## config.mk

```make
export PLATFORM = sky130hd
export DESIGN_NAME = regex_stream_ctx_mgr
export DESIGN_NICKNAME = d
export VERILOG_FILES = /design/src/rtl/regex_stream_ctx_mgr.sv
export SDC_FILE = /design/constraint.sdc
export NUM_CORES = 1
export LEC_CHECK = 0
export BUFFER_PORTS_ARGS = -buffer_cell sky130_fd_sc_hd__buf_2
export CORE_MARGIN = 2
export CORE_UTILIZATION = 52
export DETAILED_ROUTE_END_ITERATION = 16
export GPL_ROUTABILITY_DRIVEN = 0
export PLACE_DENSITY = 0.71
export SLEW_MARGIN = 15
export SYNTH_ARGS = -nofsm -noshare
export SYNTH_HDL_FRONTEND = slang
export SYNTH_SLANG_ARGS = --single-unit
```

## constraint.sdc

```tcl
create_clock -name clk -period 2.25 [get_ports clk]
set_input_delay 0.3375 -clock clk [delete_from_list [all_inputs] [get_ports clk]]
set_output_delay 0.3375 -clock clk [all_outputs]
set_load 0.01 [all_outputs]
```

## src/rtl/regex_stream_ctx_mgr.sv

```systemverilog
// regex_stream_ctx_mgr
//   Context manager sitting in front of a single DFA regex engine. Each packet
//   belongs to a stream; the DFA state reached at the end of a cleanly retired,
//   enabled packet is saved per stream and restored when that stream's next
//   packet starts, so patterns can span packet boundaries. A per-packet
//   speculative match flag is counted only when the packet commits.
//
//   Ports
//     clk, rst_n                  clock, synchronous active-low reset
//     sop, stream_id, enable      packet start (taken while pkt_rdy=1)
//     char_in, char_vld, eop      payload bytes (taken while char_rdy=1)
//     abort                       drop the current packet (no save, no count)
//     clr_ctx                     invalidate every stream context
//     pkt_rdy, char_rdy           handshake readiness
//     dfa_char, dfa_char_vld      registered byte to the engine
//     dfa_state_in, dfa_state_ld  registered state restore to the engine
//     dfa_state_out, dfa_accept   engine outputs (registered here)
//     match                       speculative match of the current packet
//     commit, commit_hit          packet retire pulse and "match counted"
//     count                       saturating committed-match count
//
//   state  | meaning
//   IDLE   | waiting for sop
//   LOAD   | restore strobe to engine, clear speculative match
//   RUN    | accepting payload bytes
//   DRAIN  | letting the engine pipeline empty after eop/abort
//   COMMIT | retire packet, save context and count when allowed

module regex_stream_ctx_mgr #(
    parameter int STATE_W     = 11,
    parameter int NUM_STREAMS = 64,
    parameter int COUNT_W     = 16,
    parameter int DFA_LAT     = 1
) (
    input  logic                           clk,
    input  logic                           rst_n,
    input  logic                           sop,
    input  logic [$clog2(NUM_STREAMS)-1:0] stream_id,
    input  logic                           enable,
    input  logic [7:0]                     char_in,
    input  logic                           char_vld,
    input  logic                           eop,
    input  logic                           abort,
    input  logic                           clr_ctx,
    output logic                           pkt_rdy,
    output logic                           char_rdy,
    output logic [7:0]                     dfa_char,
    output logic                           dfa_char_vld,
    output logic [STATE_W-1:0]             dfa_state_in,
    output logic                           dfa_state_ld,
    input  logic [STATE_W-1:0]             dfa_state_out,
    input  logic                           dfa_accept,
    output logic                           match,
    output logic                           commit,
    output logic                           commit_hit,
    output logic [COUNT_W-1:0]             count
);

    localparam int SID_W = $clog2(NUM_STREAMS);
    localparam int CNT_W = $clog2(DFA_LAT + 2);
    localparam logic [CNT_W-1:0] DRAIN_INIT = CNT_W'(DFA_LAT + 1);

    typedef enum logic [2:0] {
        S_IDLE,
        S_LOAD,
        S_RUN,
        S_DRAIN,
        S_COMMIT
    } state_t;

    state_t               state_q;
    logic [SID_W-1:0]     sid_q;
    logic                 en_q;
    logic                 abort_q;
    logic                 match_q;
    logic [CNT_W-1:0]     cnt_q;
    logic [COUNT_W-1:0]   count_q;
    logic [NUM_STREAMS-1:0] ctx_vld_q;
    logic [7:0]           dfa_char_q;
    logic                 dfa_char_vld_q;
    logic [STATE_W-1:0]   dfa_state_in_q;
    logic                 dfa_state_ld_q;
    logic                 acc_q;
    logic [STATE_W-1:0]   st_q;
    logic [STATE_W-1:0]   mem_q [NUM_STREAMS];
    logic                 commit_ok;

    // Engine outputs are registered before use for timing.
    always_ff @(posedge clk) begin
        if (!rst_n) begin
            acc_q <= 1'b0;
            st_q  <= '0;
        end else begin
            acc_q <= dfa_accept;
            st_q  <= dfa_state_out;
        end
    end

    assign commit_ok = en_q & ~abort_q;

    always_ff @(posedge clk) begin
        if (!rst_n) begin
            state_q        <= S_IDLE;
            sid_q          <= '0;
            en_q           <= 1'b0;
            abort_q        <= 1'b0;
            match_q        <= 1'b0;
            cnt_q          <= '0;
            count_q        <= '0;
            ctx_vld_q      <= '0;
            dfa_char_q     <= '0;
            dfa_char_vld_q <= 1'b0;
            dfa_state_in_q <= '0;
            dfa_state_ld_q <= 1'b0;
        end else begin
            dfa_char_vld_q <= 1'b0;
            dfa_state_ld_q <= 1'b0;
            if (clr_ctx) begin
                ctx_vld_q <= '0;
            end
            case (state_q)
                S_IDLE: begin
                    if (sop) begin
                        sid_q          <= stream_id;
                        en_q           <= enable;
                        abort_q        <= 1'b0;
                        dfa_state_ld_q <= 1'b1;
                        // The restore value is presented during LOAD, so a clear
                        // arriving now must already count as invalidating.
                        dfa_state_in_q <= (ctx_vld_q[stream_id] && !clr_ctx) ?
                                          mem_q[stream_id] : '0;
                        state_q        <= S_LOAD;
                    end
                end
                S_LOAD: begin
                    match_q <= 1'b0;
                    if (abort) begin
                        abort_q <= 1'b1;
                    end
                    state_q <= S_RUN;
                end
                S_RUN: begin
                    match_q <= match_q | acc_q;
                    if (abort) begin
                        abort_q <= 1'b1;
                    end
                    if (char_vld) begin
                        dfa_char_q     <= char_in;
                        dfa_char_vld_q <= 1'b1;
                    end
                    if (abort || (char_vld && eop)) begin
                        cnt_q   <= DRAIN_INIT;
                        state_q <= S_DRAIN;
                    end
                end
                S_DRAIN: begin
                    match_q <= match_q | acc_q;
                    if (abort) begin
                        abort_q <= 1'b1;
                    end
                    if (cnt_q == '0) begin
                        state_q <= S_COMMIT;
                    end else begin
                        cnt_q <= cnt_q - 1'b1;
                    end
                end
                S_COMMIT: begin
                    if (commit_ok) begin
                        if (!clr_ctx) begin
                            ctx_vld_q[sid_q] <= 1'b1;
                        end
                        if (match_q && (count_q != {COUNT_W{1'b1}})) begin
                            count_q <= count_q + 1'b1;
                        end
                    end
                    state_q <= S_IDLE;
                end
                default: begin
                    state_q <= S_IDLE;
                end
            endcase
        end
    end

    // Context RAM has no reset; validity is tracked by ctx_vld_q.
    always_ff @(posedge clk) begin
        if (rst_n && (state_q == S_COMMIT) && commit_ok) begin
            mem_q[sid_q] <= st_q;
        end
    end

    assign pkt_rdy      = (state_q == S_IDLE);
    assign char_rdy     = (state_q == S_RUN);
    assign commit       = (state_q == S_COMMIT);
    assign commit_hit   = commit & commit_ok & match_q;
    assign match        = match_q;
    assign count        = count_q;
    assign dfa_char     = dfa_char_q;
    assign dfa_char_vld = dfa_char_vld_q;
    assign dfa_state_in = dfa_state_in_q;
    assign dfa_state_ld = dfa_state_ld_q;

endmodule

```

# [Word-level counts from Yosys, hierarchy flattened]
# Memory sizes are Yosys's and may differ from the RTL's.
# Index checks and enable logic that the tools add are counted.
# W data, S select, Z words.
[op_classes] mux=25 eq_ne=10 bitwise=6 magnitude_cmp=3 addsub=2 reduce_logical=23
[ops] cell="$mux W64" count=5
[ops] cell="$or A64 B64 Y64" count=1
[ops] cell="$add A16 B1 Y16 const B" count=1
[ops] cell="$ne A16 B16 Y1 const B" count=1
[ops] cell="$lt A6 B7 Y1 const B" count=2
[ops] cell="$pmux W3 S4" count=1
[ops] cell="$reduce_and A3 Y1" count=4
[ops] cell="$mux W11" count=1
[ops] cell="$mux W3" count=3
[ops] cell="$mux W1" count=8
[ops] cell="$reduce_and A2 Y1" count=4
[ops] cell="$bmux W1 S6" count=1
[ops] cell="$demux W1 S6" count=1
[ops] cell="$eq A3 B2 Y1 const B" count=2
[ops] cell="$ge A6 B1 Y1 const B" count=1
[ops] cell="$logic_and A1 B1 Y1" count=6
[ops] cell="$ne A2 B2 Y1 const B" count=3
[ops] cell="$reduce_bool A2 Y1" count=3
[ops] cell="$mux W2" count=2
[ops] cell="$ne A2 B1 Y1 const B" count=2
[ops] cell="$pmux W1 S2" count=2
[ops] cell="$pmux W2 S2" count=1
[ops] cell="$and A1 B1 Y1" count=3
[ops] cell="$eq A3 B1 Y1 const B" count=1
[ops] cell="10 further kinds" count=10
[totals] in_bits=34 ff_bits=127 output_inout_bits=42 elab_cells=84 mem_bits_rw=704 mem_count=1
[memory_table] name="mem_q" words=64 word_bits=11 read_ports=1 rd_clocked_by_memory_dff=0 wr=1 line_no="85" source="logic [STATE_W-1:0] mem_q [NUM_STREAMS];"

# [Depth between registers and ports, before layout]
# Gate-level depths: netlist of the first run.
[depth] depth_word=8 ltp_mapped=11 ltp_nobuf=6

# [Worst setup path before layout of the first run]
# No wires, ideal clock.
[synth_timing] path_type="register to register" start="register sid_q[5]" end="memory mem_q[38][0], enable pin" path_slack_ns=-0.089 setup_time_ns=0.378 stages_incl_launch_ff=5 synth_period_minus_slack_ns=2.339 path_buffers=1 t_required_ns=1.872 arrival_ns=1.961 cell_sequence="dfxtp_1 -> clkbuf_1 -> nor3b_1 -> nand2_1 -> nor2_1"
[synth_rtl] element="from (decl)" line_no="72" source="logic [SID_W-1:0] sid_q;"
[synth_rtl] element="from (signal assigned)" line_no="124" source="sid_q <= stream_id;"
[synth_rtl] element="to (decl)" line_no="85"
# Straight into the memory's write port.

# [Worst setup path in the final report of the first run]
[layout_timing] start="memory mem_q[49][0]" end="register dfa_state_in_q[0], in the netlist dfa_state_in[0]"
[layout_via] elab_chain_cells=2
[layout_rtl] element="$mem_v2 Z64 W11"
[layout_rtl] element="$mux W11" line_no="130" source="dfa_state_in_q <= (ctx_vld_q[stream_id] && !clr_ctx) ?"
[layout_rtl] element="to (signal assigned)" line_no="130"
[layout_rtl] element="to (decl)" line_no="81" source="logic [STATE_W-1:0] dfa_state_in_q;"
# No other way between the ends.
# A chain may end at the register's enable or synchronous reset.

==> results.md, run 1 <==
- Counting the buffers created by CTS gives 83.
- The wire length of the first global-routing pass is 117100 µm.
- The maximum number of pins on one net before global-route repair is 65.
- The min-delay analysis places its worst path in the category input port to flop.
- Across all setup checks in the final design, the least slack found is between 40 and 50 ps.
- The clock insertion delay at the later pin of the skew report is roughly 640 ps.
- The post-detailed-route via-to-cell ratio is 5.998.
- The core region is 61600 µm².
- The H-tree generated during clock tree synthesis spans 3 levels.
- The utilization after layout is 63.20%.
- STA puts the critical path data required time at 2750 ps.
- In this run the clock root is driven by a sky130_fd_sc_hd__clkbuf_16.
- The area used by sequential logic in the layout is 23700 µm².
- After global routing the overflow that remains totals 0.
- Sorting the synthesized cells by area gives the leading types as sky130_fd_sc_hd__edfxtp_1 (65%), sky130_fd_sc_hd__mux4_2 (11%), sky130_fd_sc_hd__dfxtp_1 (7.9%).
- The max-slew violation count is 0.
- Yosys printed 0 warnings.
- The actual transition at the worst max-transition pin is 919.7 ps.
- Before antenna repair, the detailed router went through 6 iterations.
- The combinational cell fraction of total power is 5.4%.
- Measured along the x axis, the die boundary spans 253.4 µm.
- The die covers approximately 64000 µm².
- The worst-case IR drop observed on VDD is 0.6805 mV.
- Prior to clock tree synthesis, the placed netlist has a worst setup slack of -366.2 ps.
- The minimum clock period after layout is roughly 2200 ps.
- Of the post-synthesis cell area, the dominant cell type holds about two thirds.
- The cell leakage power is 0.01341 µW.
- The area of placed instances is 35890 µm².
- The dominant register cell in the synthesized netlist is sky130_fd_sc_hd__edfxtp_1.
- The layout has 4142 filler cells.
- For this run, the top clock speed supported by timing is 0.4532 GHz.
- The tool flagged a number of max-cap violations equal to 0.
- In this run the mean area of a mapped cell was 17.92 µm².
- The footprint of the multi-input gates is 8088 µm².
- The wire-length estimate of the detail-placed layout is 49830 µm.
- The post-CTS setup buffer count is 0.
- The ratio of total power to cell area is 837.5 nW/µm².
- The count of cell types in the netlist is between 40 and 50.
- The number of enable-type register cells in the synthesized netlist is 704.
- 76 I/O pins were placed.
- Synthesis handed over a netlist of 1806 instances.
- The fraction of power spent switching nets is a little over 20%.
- The net count reported at finish is 2191.
- The arrival time of the worst setup path is 2710 ps.
- The number of endpoints failing setup at the final stage is 0.
- The cell type with the highest aggregate area in the netlist is sky130_fd_sc_hd__edfxtp_1.
- The fraction of power consumed by the clock network is 43.1%.
- The number of global-route vias before repair came to 18230.
- Along the worst path, the maximum fanout reaches 1.
- The detailed-route DRC error count is 0.
- Clock skew on the completed layout was measured at between 20 and 30 ps.
- The first routing iteration left approximately 2000 violations.
- The share of the clock period used by the worst path after layout is 98.08%.
- Counting flops and latches in the post-synthesis netlist gives 831.
- The site row count is 91.
- The worst setup path is launched from a flop.
- The worst-case clock buffer depth is 3.
- The number of antenna diodes is 0.
- The share of layout cells above drive strength 1 is between 30% and 40%.
- The average wire length per cell after detail routing is 25.78 µm.
- Input and output buffers added on the ports amount to 75.
- The kind of end point of the critical path is a flop.
- The proportion of synthesized flip-flops having asynchronous set or reset is 0%.
- Detailed routing inserted a total of ~18000 vias.
- The switching power is 6751 µW.
- Clock-pin slew was measured on the worst setup and hold paths at 60 ps.
- The number of nets in the synthesized netlist is 1842.
- The internal power consumption is around 26000 µW.
- Clock tree synthesis found a total of 831 sinks.
- The fraction of power consumed by sequential logic is roughly half.
- The global-route usage over all layers is roughly a quarter.
- The initial antenna violation count is 1.
- The starting density of the core is 52.53%.
- The sequential area share after synthesis is between 70 and 80%.
- The final design area excluding fillers is 38930 µm².
- The mapped netlist covers 32360 µm².
- The die span in y is 253.4 µm.
- The total count of hold-check failures in the final report is 0.
- The CTS tree is done.
- The total wire length after detailed routing is 78920 µm.
- Compared with the post-synthesis result, the final layout area differs by 20.31%.
- The flow ran to the end, and the final reports show no timing, DRC or antenna violations.
- Measured against its own limit, the worst slew margin works out to 38.69%.
- Once detail routing completed, the nets flagged for antenna violations numbered 0.
- The category of the most critical setup path is flop to flop.
[power groups by stage]
stage,Sequential [µW],Combinational (µW),Clock [µW]
2_1_floorplan,17200,901,0
3_3_place_gp,17100,1660,0
3_5_place_dp,17100,1690,0
4_1_cts,16800,1730,14200
5_1_grt,16800,1850,14800
6_report,16800,1750,14100
[worst paths after layout]
path,end,depth (start not counted),startpoint,slack [ps]
setup / recovery,dfa_state_in[0],7,mem_q[49][0],40
hold / removal,state_q[0],5,abort,90
hold reg to reg,dfa_char[3],2,dfa_char[3],450
setup reg to reg,dfa_state_in[0],7,mem_q[49][0],40
[cell usage after synthesis (all sizes together) (5+ instances only)]
library cell,count
a21boi,10
a21oi,97
a22oi,45
and2,16
and3,13
and3b,6
buf,63
clkbuf,40
dfxtp,127
edfxtp,704
inv,10
mux2,26
mux2i,119
mux4,157
nand2,66
nand2b,6
nand3,7
nand4,8
nor2,165
nor2b,18
nor3,8
nor3b,6
nor4b,10
o2111ai,21
o21ai,7
o22ai,12
or3,5
xnor2,5
xor2,7
[state kept, by name, summed over array words and instances (netlist names)]
register      flops
cnt_q             2
dfa_char          8
match             1
mem_q           704
sid_q             6
state_q           3
en_q              1
dfa_state_in     11
count            16
acc_q             1
dfa_char_vld      1
dfa_state_ld      1
ctx_vld_q        64
st_q             11
abort_q           1
[critical path, stage by stage (launching register included)]
cell and delay (ps):
sky130_fd_sc_hd__edfxtp_1 370, sky130_fd_sc_hd__mux4_2 460, sky130_fd_sc_hd__mux2_2 290, sky130_fd_sc_hd__o2111ai_1 300
sky130_fd_sc_hd__a21boi_1 140, sky130_fd_sc_hd__buf_4 160, sky130_fd_sc_hd__nor4b_1 290, sky130_fd_sc_hd__a21oi_1 70
[cell type report]
class / count / area share (%)
repair buffers: 367 / 8.402
multi-input cells: 862 / 20.78
well taps: 837 / 2.690
clock buffers: 114 / 5.921
inverters: 10 / 0.09643
clock inverters: 41 / 1.241
flip-flops and latches: 831 / 60.87
[kinds of logic after synthesis]
kind of cell	count (synthesis)	share of synthesized area [%]
AOI/OAI and AO/OA	203	3.987
buffers and inverters	113	1.926
DFF	831	73.19
xor gates and xnor gates	12	0.3248
muxes	302	15.51
adders and majority gates	2	0.07733
and+or+nand+nor	343	4.977
[layer usage]
layer | share of wire (%) | wire, µm | track usage [%]
met1 | 41 | 32250 | 35.32
met2 | 48 | 37760 | 39.82
met3 | 8.2 | 6485 | 4.287
met4 | 3.1 | 2412 | 8.555
met5 | 0.025 | 20 | 0
[cells in the final DEF, fill, tap and decap left out, types with 9 or more instances in the layout]
cell | Yosys | routed
sky130_fd_sc_hd__and2_1 | 16 | 16
sky130_fd_sc_hd__a22oi_1 | 45 | 45
sky130_fd_sc_hd__inv_1 | 9 | 9
sky130_fd_sc_hd__a21oi_1 | 97 | 97
sky130_fd_sc_hd__o2111ai_1 | 21 | 20
sky130_fd_sc_hd__edfxtp_1 | 704 | 704
sky130_fd_sc_hd__dlygate4sd3_1 | 0 | 21
sky130_fd_sc_hd__buf_12 | 0 | 50
sky130_fd_sc_hd__mux2_2 | 26 | 26
sky130_fd_sc_hd__o22ai_1 | 12 | 12
sky130_fd_sc_hd__clkbuf_16 | 0 | 84
sky130_fd_sc_hd__bufinv_16 | 0 | 10
sky130_fd_sc_hd__a21boi_1 | 10 | 10
sky130_fd_sc_hd__buf_4 | 11 | 221
sky130_fd_sc_hd__clkbuf_1 | 40 | 21
sky130_fd_sc_hd__clkbuf_8 | 0 | 10
sky130_fd_sc_hd__clkinv_1 | 0 | 9
sky130_fd_sc_hd__mux2i_1 | 119 | 119
sky130_fd_sc_hd__mux4_2 | 157 | 157
sky130_fd_sc_hd__and3_1 | 13 | 13
sky130_fd_sc_hd__dfxtp_2 | 0 | 11
sky130_fd_sc_hd__nand2_1 | 66 | 66
sky130_fd_sc_hd__nor2b_1 | 18 | 17
sky130_fd_sc_hd__nor2_1 | 165 | 164
sky130_fd_sc_hd__clkinv_2 | 0 | 13
sky130_fd_sc_hd__dfxtp_1 | 127 | 116
sky130_fd_sc_hd__buf_2 | 24 | 72
[what timing repair did]
action,CTS,global route
gates resized for setup,2,6
setup endpoints to repair,21,25
cloned,0,0
hold buffers,21,0
endpoints found under the hold margin,21,0
[stage by stage]
stage               power [µW]  hold WS [ps]  instances  setup TNS [ps]
floorplan                18070         431.5       1806          -20990
global placement         18780         439.8       2886           -3658
detailed placement       18810         446.5       2886           -3516
CTS                      32760         65.53       3062               0
global route             33460         88.89       3062         -0.3861
finish                   32600         90.76       3062               0
No activity file was read; power rests on OpenSTA's default activity.
==> inputs of run 2 (changes only) <==
==> constraint.sdc (replaced) <==
create_clock -name clk -period 2.25 [get_ports clk]
set_input_delay 0.1125 -clock clk [delete_from_list [all_inputs] [get_ports clk]]
set_output_delay 0.1125 -clock clk [all_outputs]
set_load 0.01 [all_outputs]
==> results.md, run 2 (synthesis gave the netlist of run 1 again) <==
- The run finished with clean final reports.
- The number of cells on the critical path is 7.
- After the last flow step, the layout net total stands at 2173.
- Clock tree synthesis selected as its root buffer the cell sky130_fd_sc_hd__clkbuf_16.
- The CTS tree is done.
- For the pin with the worst max-slew slack, the measured transition is 975.0 ps.
- The number of flip-flops under the largest register name is 704.
- On the final layout, the worst clock skew is 23.57 ps.
- Counting tap cells, the placed design contains a total of 2854 instances.
- Final hold analysis gives a worst-case slack of 84.79 ps.
- 0 antenna diodes ended up in the layout.
- The logic depth of the worst register-to-register path is 7.
- The number of buffers and inverters on the critical path is 1.
- The post-DP HPWL is 49490 µm.
- The clock-pin slew on the worst setup and hold paths is 60 ps.
- The endpoint identified for the worst register-to-register timing path is dfa_state_in[1].
- The relative max-transition margin is 34.76%.
- The floorplan die area is 64230 µm².
- The startpoint of the lowest-slack register-to-register path is mem_q[51][1].
- The critical path in this run is classified as flop to flop.
- Buffers placed on the I/O ports in this run total 75.
- The destination of the worst hold path is ctx_vld_q[43].
- The design draws around 32000 µW.
- The wire length of the first global-routing pass is about 120000 µm.
- In the layout the commonest cells are sky130_fd_sc_hd__edfxtp_1 (704), sky130_fd_sc_hd__buf_4 (183), sky130_fd_sc_hd__nor2_1 (164), sky130_fd_sc_hd__mux4_2 (157), sky130_fd_sc_hd__mux2i_1 (119).
- Based on the critical path, the design can be clocked at up to 0.4553 GHz.
- The post-detailed-route via-to-cell ratio is 5.964.
- Measured along the x axis, the die boundary spans between 200 and 300 µm.
- The worst setup path is launched from a flop.
- The global-route usage over all layers is 24.93%.
- Summed over all layers, the routed wires come to 78710 µm.
- Counting instances, the worst hold path has a depth of 4.
- The register-to-register setup slack is 50 ps.
- Leaving out fill and tap cells, the most frequent cell in the layout is sky130_fd_sc_hd__edfxtp_1.
- On the critical path, the stage with the largest delay is an instance of sky130_fd_sc_hd__mux4_2.
- The layout-stage area growth over the synthesis result is 20.03%.
- In this run the post-CTS setup repair buffer count came out at 0.
- The CTS buffer count is 83.
- The routed layout has about 18000 vias.
- For the worst setup path, the data required time is 2750 ps.
- The path class of the tightest hold or removal check is input port to flop.
- Dividing total power by cell area gives a power density of 829.7 nW/µm².
- The total overflow reported by the global router is 0.
- The worst-case clock buffer depth is 3.
- The worst-case IR drop observed on VDD is approximately 0.53 mV.
- The remaining antenna violation count after routing is 0.
- After the first detailed-routing iteration, the DRC count stood at 2266.
- The worst setup path is captured at a flop.
- For this configuration, the core starts out at a cell density of 52.53%.
- The detailed-route DRC error count is 0.
- The count of placed standard cells in the final layout, fillers left out is 3040.
- The highest fanout seen on the critical path is 1.
- Entering global routing, the biggest net connects 65 pins.
- The number of endpoints failing setup at the final stage is 0.
- The worst hold path begins at clr_ctx.
- For this design, the sink count on the clock tree is 831.
- The level count of the clock H-tree is 3.
- The die span in y is 253.4 µm.
- In the finished design, the share of the clock period the worst path needs comes to 97.62%.
- Max-cap violations in this run came to 0.
- The arrival time of the worst setup path is 2700 ps.
- The count of pins on the block boundary is 76.
- The first detailed-routing pass took 5 iterations.
- The number of global-route vias before repair is 18310.
- The clock insertion delay at the later pin of the skew report is 640 ps.
- The number of fill cells in the layout is between 4000 and 5000.
- The register bank with the most flops is mem_q.
- Summing all multi-input logic gate instances after layout gives 8120 µm².
- The highest cell delay on the worst timing path is around 480 ps.
- The total area inside the core boundary comes to between 60000 and 70000 µm².
- After floorplanning, the core was divided into 91 placement rows.
- Summed over all cells, the static leakage comes to 0.01327 µW.
- The max-slew violation count is 0.
- The area used by sequential logic in the layout is 23700 µm².
- The cell family contributing the most delay on the critical path is multiplexers.
- The initial antenna violation count is 0.
- After detailed routing, the average wire length per cell comes to about 26 µm.
- The share of layout cells above drive strength 1 is 29.41%.
- The total count of hold-check failures in the final report is 0.
- The routed design could run at a clock period as short as 2196 ps.
- Traced cell by cell, the critical path runs through mux4_2 > mux2_2 > o2111ai_4 > a21boi_1 > buf_4 > nor4b_1 > a21oi_1.
run 2: cell types whose count changed in the layout (fill, tap and decap cells not counted), sizes merged:
cell         before  now
clkinv           23   29
inv              16   17
clkinvlp          2    4
bufinv           10    8
buf             345  313
clkbuf          115  104
dlygate4sd3      21   35
run 2: where the power goes:
group	leakage [µW]	switching, µW	internal [µW]
sequential	0.00745	75.8	16700
clock	0.00132	5750	7940
combinational	0.00450	961	786
total	0.0133	6780	25400
run 2: tightest hold or removal path, stage by stage:
cell                       delay (ps)
sky130_fd_sc_hd__buf_2             70
sky130_fd_sc_hd__nand2b_2         150
sky130_fd_sc_hd__buf_4            250
sky130_fd_sc_hd__nor2_1            70
run 2: cell type report:
class                      count  area share, %
timing repair buffer         349          8.357
clock inverter                48          1.227
sequential                   831          61.01
inverter                      10        0.09665
clock buffer                 103          5.702
tap                          837          2.696
multi-input combinational    862          20.91
run 2: how the worst max path moves through the flow:
stage,startpoint,to,slack (ps)
global route,mem_q[51][1],dfa_state_in[1],-40
CTS,abort_q,mem_q[20][8],10
floorplan,sid_q[5],mem_q[38][0],-90
global placement,stream_id[1],dfa_state_in[6],-220
detailed placement,stream_id[1],dfa_state_in[6],-260
finish,mem_q[51][1],dfa_state_in[1],50
run 2: what timing repair did:
item,4_1_cts,5_1_grt
gates resized for setup,2,11
endpoints found under the hold margin,25,0
endpoints found under the setup margin,2,93
hold buffers,35,0
run 2: layer usage:
metal,vias up,global-route usage (%),part of all wire [%]
li1,7841,-,-
met1,9363,35.86,42
met2,821,39.31,47
met3,106,4.595,9.0
met4,0,7.168,2.1
met5,-,0,0
run 2: per-stage QoR:
stage | util [%] | worst slack [ps] | instance area, µm² | setup TNS, ps
after global routing | 63.05 | -43.19 | 38840 | -43.19
after detailed placement | 58.00 | -257.3 | 35730 | -1359
after global placement | 58.00 | -217.5 | 35730 | -1464
final | 63.05 | 53.63 | 38840 | 0
after CTS | 62.96 | 10.88 | 38780 | 0
after floorplan | - | -88.93 | 32360 | -20990
